<file path="config.mk">
export PLATFORM = sky130hd
export DESIGN_NAME = multicycle_alu
export DESIGN_NICKNAME = d
export VERILOG_FILES = /design/src/rtl/multicycle_alu.sv
export SDC_FILE = /design/constraint.sdc
export NUM_CORES = 1
export LEC_CHECK = 0
export BUFFER_PORTS_ARGS = -buffer_cell sky130_fd_sc_hd__buf_2
export CORE_ASPECT_RATIO = 0.9
export CORE_MARGIN = 2
export CORE_UTILIZATION = 59
export CTS_CLUSTER_DIAMETER = 30
export DETAILED_ROUTE_END_ITERATION = 8
export PLACE_DENSITY_LB_ADDON = 0.12
export SYNTH_ARGS = -nofsm -noshare
export SYNTH_HDL_FRONTEND = slang
export SYNTH_SLANG_ARGS = --single-unit
</file>
<file path="constraint.sdc">
create_clock -name clk -period 2.9 [get_ports clk]
set_input_delay 0.435 -clock clk [delete_from_list [all_inputs] [get_ports clk]]
set_output_delay 0.435 -clock clk [all_outputs]
set_load 0.03 [all_outputs]
</file>
<file path="src/rtl/multicycle_alu.sv">
// -----------------------------------------------------------------------------
// multicycle_alu
//   Small ALU with a valid/ready request side and a valid/ready result side.
//   ADD, SUB, SRF and SLF finish one cycle after acceptance. MUL is an unsigned
//   shift-add multiplier that takes WIDTH cycles and produces a 2*WIDTH-bit
//   product. A single flag register acts as carry/borrow, shift-in/shift-out
//   bit, or "high word non-zero" indicator, and persists between operations.
//
// Ports
//   clk        : clock, all state updates on the rising edge
//   rst_n      : asynchronous active-low reset
//   in_valid   : request valid
//   in_ready   : block can accept a request (high only in IDLE)
//   op         : 000 ADD, 001 SUB, 010 SRF, 011 SLF, 100 MUL, others reserved
//   use_flag   : ADD/SUB take the flag register as carry-in
//   srcA, srcB : operands
//   out_valid  : result valid (high only in DONE)
//   out_ready  : consumer takes the result
//   result     : result low word
//   result_hi  : MUL high word, zero for every other op
//   flagout    : current flag register
//   zero       : result == 0 while out_valid is high
//   err        : result came from a reserved op
// -----------------------------------------------------------------------------
module multicycle_alu #(
  parameter int   WIDTH    = 8,
  parameter logic FLAG_RST = 1'b0
) (
  input  logic             clk,
  input  logic             rst_n,
  input  logic             in_valid,
  output logic             in_ready,
  input  logic [2:0]       op,
  input  logic             use_flag,
  input  logic [WIDTH-1:0] srcA,
  input  logic [WIDTH-1:0] srcB,
  output logic             out_valid,
  input  logic             out_ready,
  output logic [WIDTH-1:0] result,
  output logic [WIDTH-1:0] result_hi,
  output logic             flagout,
  output logic             zero,
  output logic             err
);

  localparam int CNT_W = $clog2(WIDTH + 1);

  localparam logic [2:0] OP_ADD = 3'b000;
  localparam logic [2:0] OP_SUB = 3'b001;
  localparam logic [2:0] OP_SRF = 3'b010;
  localparam logic [2:0] OP_SLF = 3'b011;
  localparam logic [2:0] OP_MUL = 3'b100;

  typedef enum logic [1:0] {
    S_IDLE = 2'd0,
    S_MUL  = 2'd1,
    S_DONE = 2'd2
  } state_t;

  state_t           state;
  state_t           state_next;
  logic             accept;

  logic [CNT_W-1:0] cnt;
  logic [WIDTH-1:0] mcand;
  logic [WIDTH-1:0] acc_hi;
  logic [WIDTH-1:0] acc_lo;
  logic [WIDTH-1:0] res_lo;
  logic [WIDTH-1:0] res_hi;
  logic             flag;
  logic             err_r;

  logic [WIDTH:0]   step_sum;
  logic [WIDTH-1:0] step_hi;
  logic [WIDTH-1:0] step_lo;
  logic             last_step;

  logic [WIDTH:0]   alu_sum;
  logic [WIDTH-1:0] alu_res;
  logic             alu_c;
  logic             alu_err;
  logic             alu_cin;

  assign accept = in_valid & in_ready;

  // ---------------------------------------------------------------------------
  // FSM: state register
  // ---------------------------------------------------------------------------
  always_ff @(posedge clk or negedge rst_n) begin
    if (!rst_n) state <= S_IDLE;
    else        state <= state_next;
  end

  // FSM: next-state logic
  always_comb begin
    state_next = state;
    case (state)
      S_IDLE: if (accept) state_next = (op == OP_MUL) ? S_MUL : S_DONE;
      S_MUL:  if (last_step) state_next = S_DONE;
      S_DONE: if (out_ready) state_next = S_IDLE;
      default: state_next = S_IDLE;
    endcase
  end

  // FSM: outputs
  always_comb begin
    in_ready  = (state == S_IDLE);
    out_valid = (state == S_DONE);
  end

  // ---------------------------------------------------------------------------
  // Shift-add step: the low half of the accumulator starts as the multiplier
  // and is shifted out LSB first while product bits shift in from the top.
  // ---------------------------------------------------------------------------
  always_comb begin
    step_sum  = {1'b0, acc_hi} + (acc_lo[0] ? {1'b0, mcand} : '0);
    step_hi   = step_sum[WIDTH:1];
    step_lo   = {step_sum[0], acc_lo[WIDTH-1:1]};
    last_step = (cnt == CNT_W'(1));
  end

  // Single-cycle operations
  always_comb begin
    alu_sum = '0;
    alu_res = '0;
    alu_c   = flag;
    alu_err = 1'b0;
    alu_cin = 1'b0;
    case (op)
      OP_ADD: begin
        alu_cin = use_flag & flag;
        alu_sum = {1'b0, srcA} + {1'b0, srcB} + (WIDTH+1)'(alu_cin);
        alu_res = alu_sum[WIDTH-1:0];
        alu_c   = alu_sum[WIDTH];
      end
      OP_SUB: begin
        // Carry out of A + ~B + cin is 1 when no borrow occurred.
        alu_cin = use_flag ? flag : 1'b1;
        alu_sum = {1'b0, srcA} + {1'b0, ~srcB} + (WIDTH+1)'(alu_cin);
        alu_res = alu_sum[WIDTH-1:0];
        alu_c   = alu_sum[WIDTH];
      end
      OP_SRF: begin
        alu_res = {flag, srcA[WIDTH-1:1]};
        alu_c   = srcA[0];
      end
      OP_SLF: begin
        alu_res = {srcA[WIDTH-2:0], flag};
        alu_c   = srcA[WIDTH-1];
      end
      OP_MUL: begin
        alu_res = '0;
      end
      default: begin
        alu_err = 1'b1;
      end
    endcase
  end

  // ---------------------------------------------------------------------------
  // Datapath registers; result and flag change only on the edge entering DONE.
  // ---------------------------------------------------------------------------
  always_ff @(posedge clk or negedge rst_n) begin
    if (!rst_n) begin
      cnt    <= '0;
      mcand  <= '0;
      acc_hi <= '0;
      acc_lo <= '0;
      res_lo <= '0;
      res_hi <= '0;
      flag   <= FLAG_RST;
      err_r  <= 1'b0;
    end else begin
      case (state)
        S_IDLE: begin
          if (accept) begin
            if (op == OP_MUL) begin
              mcand  <= srcA;
              acc_lo <= srcB;
              acc_hi <= '0;
              cnt    <= CNT_W'(WIDTH);
            end else begin
              res_lo <= alu_res;
              res_hi <= '0;
              err_r  <= alu_err;
              flag   <= alu_c;
            end
          end
        end
        S_MUL: begin
          acc_hi <= step_hi;
          acc_lo <= step_lo;
          cnt    <= cnt - CNT_W'(1);
          if (last_step) begin
            res_lo <= step_lo;
            res_hi <= step_hi;
            err_r  <= 1'b0;
            flag   <= |step_hi;
          end
        end
        default: begin
        end
      endcase
    end
  end

  assign result    = res_lo;
  assign result_hi = res_hi;
  assign flagout   = flag;
  assign err       = err_r;
  assign zero      = out_valid & (res_lo == '0);

endmodule

</file>
==> results.py <==
metrics = {
    "status": {
        "outcome": "finished, final reports clean",
    },
    "clock_network": {
        "cts_root_buf": "clkbuf_8",
        "cts_max_level": 2,
        "cts_tree": "built",
        "clock_sinks": 48,
        "post_cts_buffers": 0,
        "hold_buffers": 0,
        "numCtsBuffers": 5,
        "ctsResizeCount": 0,
        "clk_latency_ns": 0.30,
        "clk_pin_slew_ns": 0.10,
        "clockBufferDepth": 2,
    },
    "logic_synthesis": {
        "synth_warnings": 0,
        "synth_cells": 384,
        "syn_avg_cell_area_um2": 9.07,
        "ys_seq_area_share_pct": 34.5,
        "synthArstFlopShare_pct": 100,
        "ys_top_cells_by_count": "nand2_1 (53), dfrtp_1 (48), nor2_1 (27), o21ai_0 (25), ha_1 (24)",
        "synth_edf_count": 0,
        "synth_top_area_cell": "dfrtp_1",
        "netlist_area_um2": 3480,
        "synthFlopType": "dfrtp_1",
        "synth_area_leaders": "dfrtp_1 (34%), ha_1 (8.6%), nand2_1 (5.7%)",
        "ys_types": 62,
        "synth_top_area_share_pct": 34.5,
        "synth.most_common_cell": "nand2_1",
        "synth.ff_latch_count": 48,
        "syn_nets": 437,
    },
    "route": {
        "drt-pass1-iter-count": 5,
        "drc": 0,
        "initialDrtViolationCount": 157,
        "routed_wl_um": 8690,
        "wl_per_cell_um": 17.7,
        "ant_nets": 0,
        "vias": 2971,
        "viasPerCell": 6.05,
    },
    "sta": {
        "setup_viol": 0,
        "skew_ns": 0.00820,
        "drv_slew": 0,
        "rsz0062_at_grt": "false",
        "fmax_mhz": 375,
        "final-hold-violation-count": 0,
        "max_slew.worst_pin.slew_ns": 1.06,
        "period_minus_slack_ns": 2.67,
        "slew_headroom_pct": 29.6,
        "post-route-period-util_pct": 91.9,
        "setup_tns_ns": 0,
    },
    "final_layout": {
        "final_util_pct": 67.8,
        "fin_nets": 473,
        "layout-drive-gt1-share_pct": 18.5,
        "diodes": 0,
        "area_growth_pct": 10.9,
    },
    "global_routing": {
        "gr-usage-all-layers_pct": 28.0,
        "grt_max_degree": 49,
        "grt_pass1_vias": 2885,
        "grt_use_met1_pct": 42.4,
        "overflow": 0,
        "grt_use_met2_pct": 40.2,
        "grt_pass1_wl_um": 14600,
        "met3_usage_pct": 6.46,
        "antenna_found_initial": 0,
        "grt_busiest_layer": "met1",
    },
    "power": {
        "power.density_nw_per_um2": 751,
        "ir_drop_v": 0.000469,
        "leakage_nw": 1.94,
    },
    "critical_path": {
        "crit_fanout": 9,
        "cp.required_ns": 3.13,
        "r2r_setup_slack_ns": 0.23,
        "timing.rr.start": "acc_lo[0]",
        "criticalPathCategory": "reg -> reg",
        "crit_path_end_kind": "flop",
        "rr_endpoint": "flagout",
        "setup.worst_path.start_class": "flop",
        "r2r_cells": 9,
        "crit_arrival_ns": 2.90,
    },
    "run": {
        "cap_violations": 0,
    },
    "floorplanning": {
        "die_w_um": 85.0,
        "initial_utilization_pct": 61.2,
        "coreArea_um2": 5690,
        "ios": 45,
        "rows": 26,
        "die_h_um": 76.9,
        "die_area_um2": 6530,
    },
    "placement": {
        "place.gp.congestion": 0.896,
        "dpl.hpwl_um": 6650,
        "port-buffer-count": 44,
    },
    "worst_hold_path": {
        "hold_path_class": "in -> async",
    },
}
## worst max-delay path: stages (launching register included)
cell      delay [ns]
dfrtp_1         0.45
and2_1          0.16
ha_1            0.20
fa_1            0.42
a211oi_2        0.25
o21ai_0         0.17
a211oi_1        0.43
nor4_1          0.12
a32o_1          0.27
a21oi_1         0.11
## worst max-delay path by stage
stage | startpoint | slack (ns) | depth (start not counted) | to
2_1_floorplan | flagout | 0.42 | 9 | result[6]
3_3_place_gp | srcB[0] | 0.41 | 10 | result[6]
3_5_place_dp | acc_lo[0] | 0.28 | 9 | flagout
4_1_cts | acc_lo[0] | 0.27 | 9 | flagout
5_1_grt | acc_lo[0] | 0.14 | 9 | flagout
6_report | acc_lo[0] | 0.23 | 9 | flagout
## power by group
group          internal, mW  switching [mW]  total [mW]  leakage (nW)
clock                 0.347           0.236       0.583        0.0687
sequential            0.892           0.205        1.10         0.613
combinational         0.493           0.726        1.22          1.26
total                  1.73            1.17        2.90          1.94
## flip-flops by register name, summed over array words and instances (netlist names), 2 cells and up
name,cells
acc_hi,8
result_hi,8
acc_lo,8
cnt,4
result,8
state,2
mcand,8
## cells in the final DEF, fill, tap and decap left out, drive strengths merged, types with 5 or more instances in the layout
master,instances
a21oi,22
ha,24
xnor2,7
nor3,5
mux2,8
a211oi,6
nand3,5
dfrtp,48
buf,49
nand2,53
nor2,28
a221oi,5
clkbuf,5
mux2i,9
a21o,13
and2,10
o21ai,26
fa,5
inv,20
nor2b,6
o31ai,5
## area by class of cell
class	instances	area [µm²]
Clock inverter	3	68.8
Fill cell	483	1830
Multi-Input combinational cell	297	2100
Timing Repair Buffer	49	258
Sequential cell	48	1200
Inverter	19	71.3
Tap cell	70	87.6
Clock buffer	5	68.8
## layer usage
metal	share of wire (%)	wire length, µm
met4	1.5	131
met2	44	3820
met3	6.1	531
met5	0	0
met1	48	4210
## metrics by stage
stage | hold slack (ns) | area [µm²] | power (mW) | instances | worst slack (ns)
after floorplan | 0.139 | 3480 | 1.95 | 384 | 0.415
after global placement | 0.454 | 3720 | 2.27 | 483 | 0.411
after detailed placement | 0.465 | 3720 | 2.31 | 483 | 0.277
final | 0.315 | 3860 | 2.90 | 491 | 0.234
after CTS | 0.352 | 3860 | 2.90 | 491 | 0.273
after global routing | 0.416 | 3860 | 3.10 | 491 | 0.141
## logic make-up after synthesis
| logic type | synth area share (%) |
|---|---|
| buffers and inverters | 5.07 |
| adders and majority gates | 11.5 |
| AOI/OAI and AO/OA | 21.3 |
| muxes | 6.47 |
| and+or+nand+nor | 18.4 |
| xor gates and xnor gates | 2.77 |
| DFF | 34.5 |
Note: power is estimated with default switching activity, not from simulation.
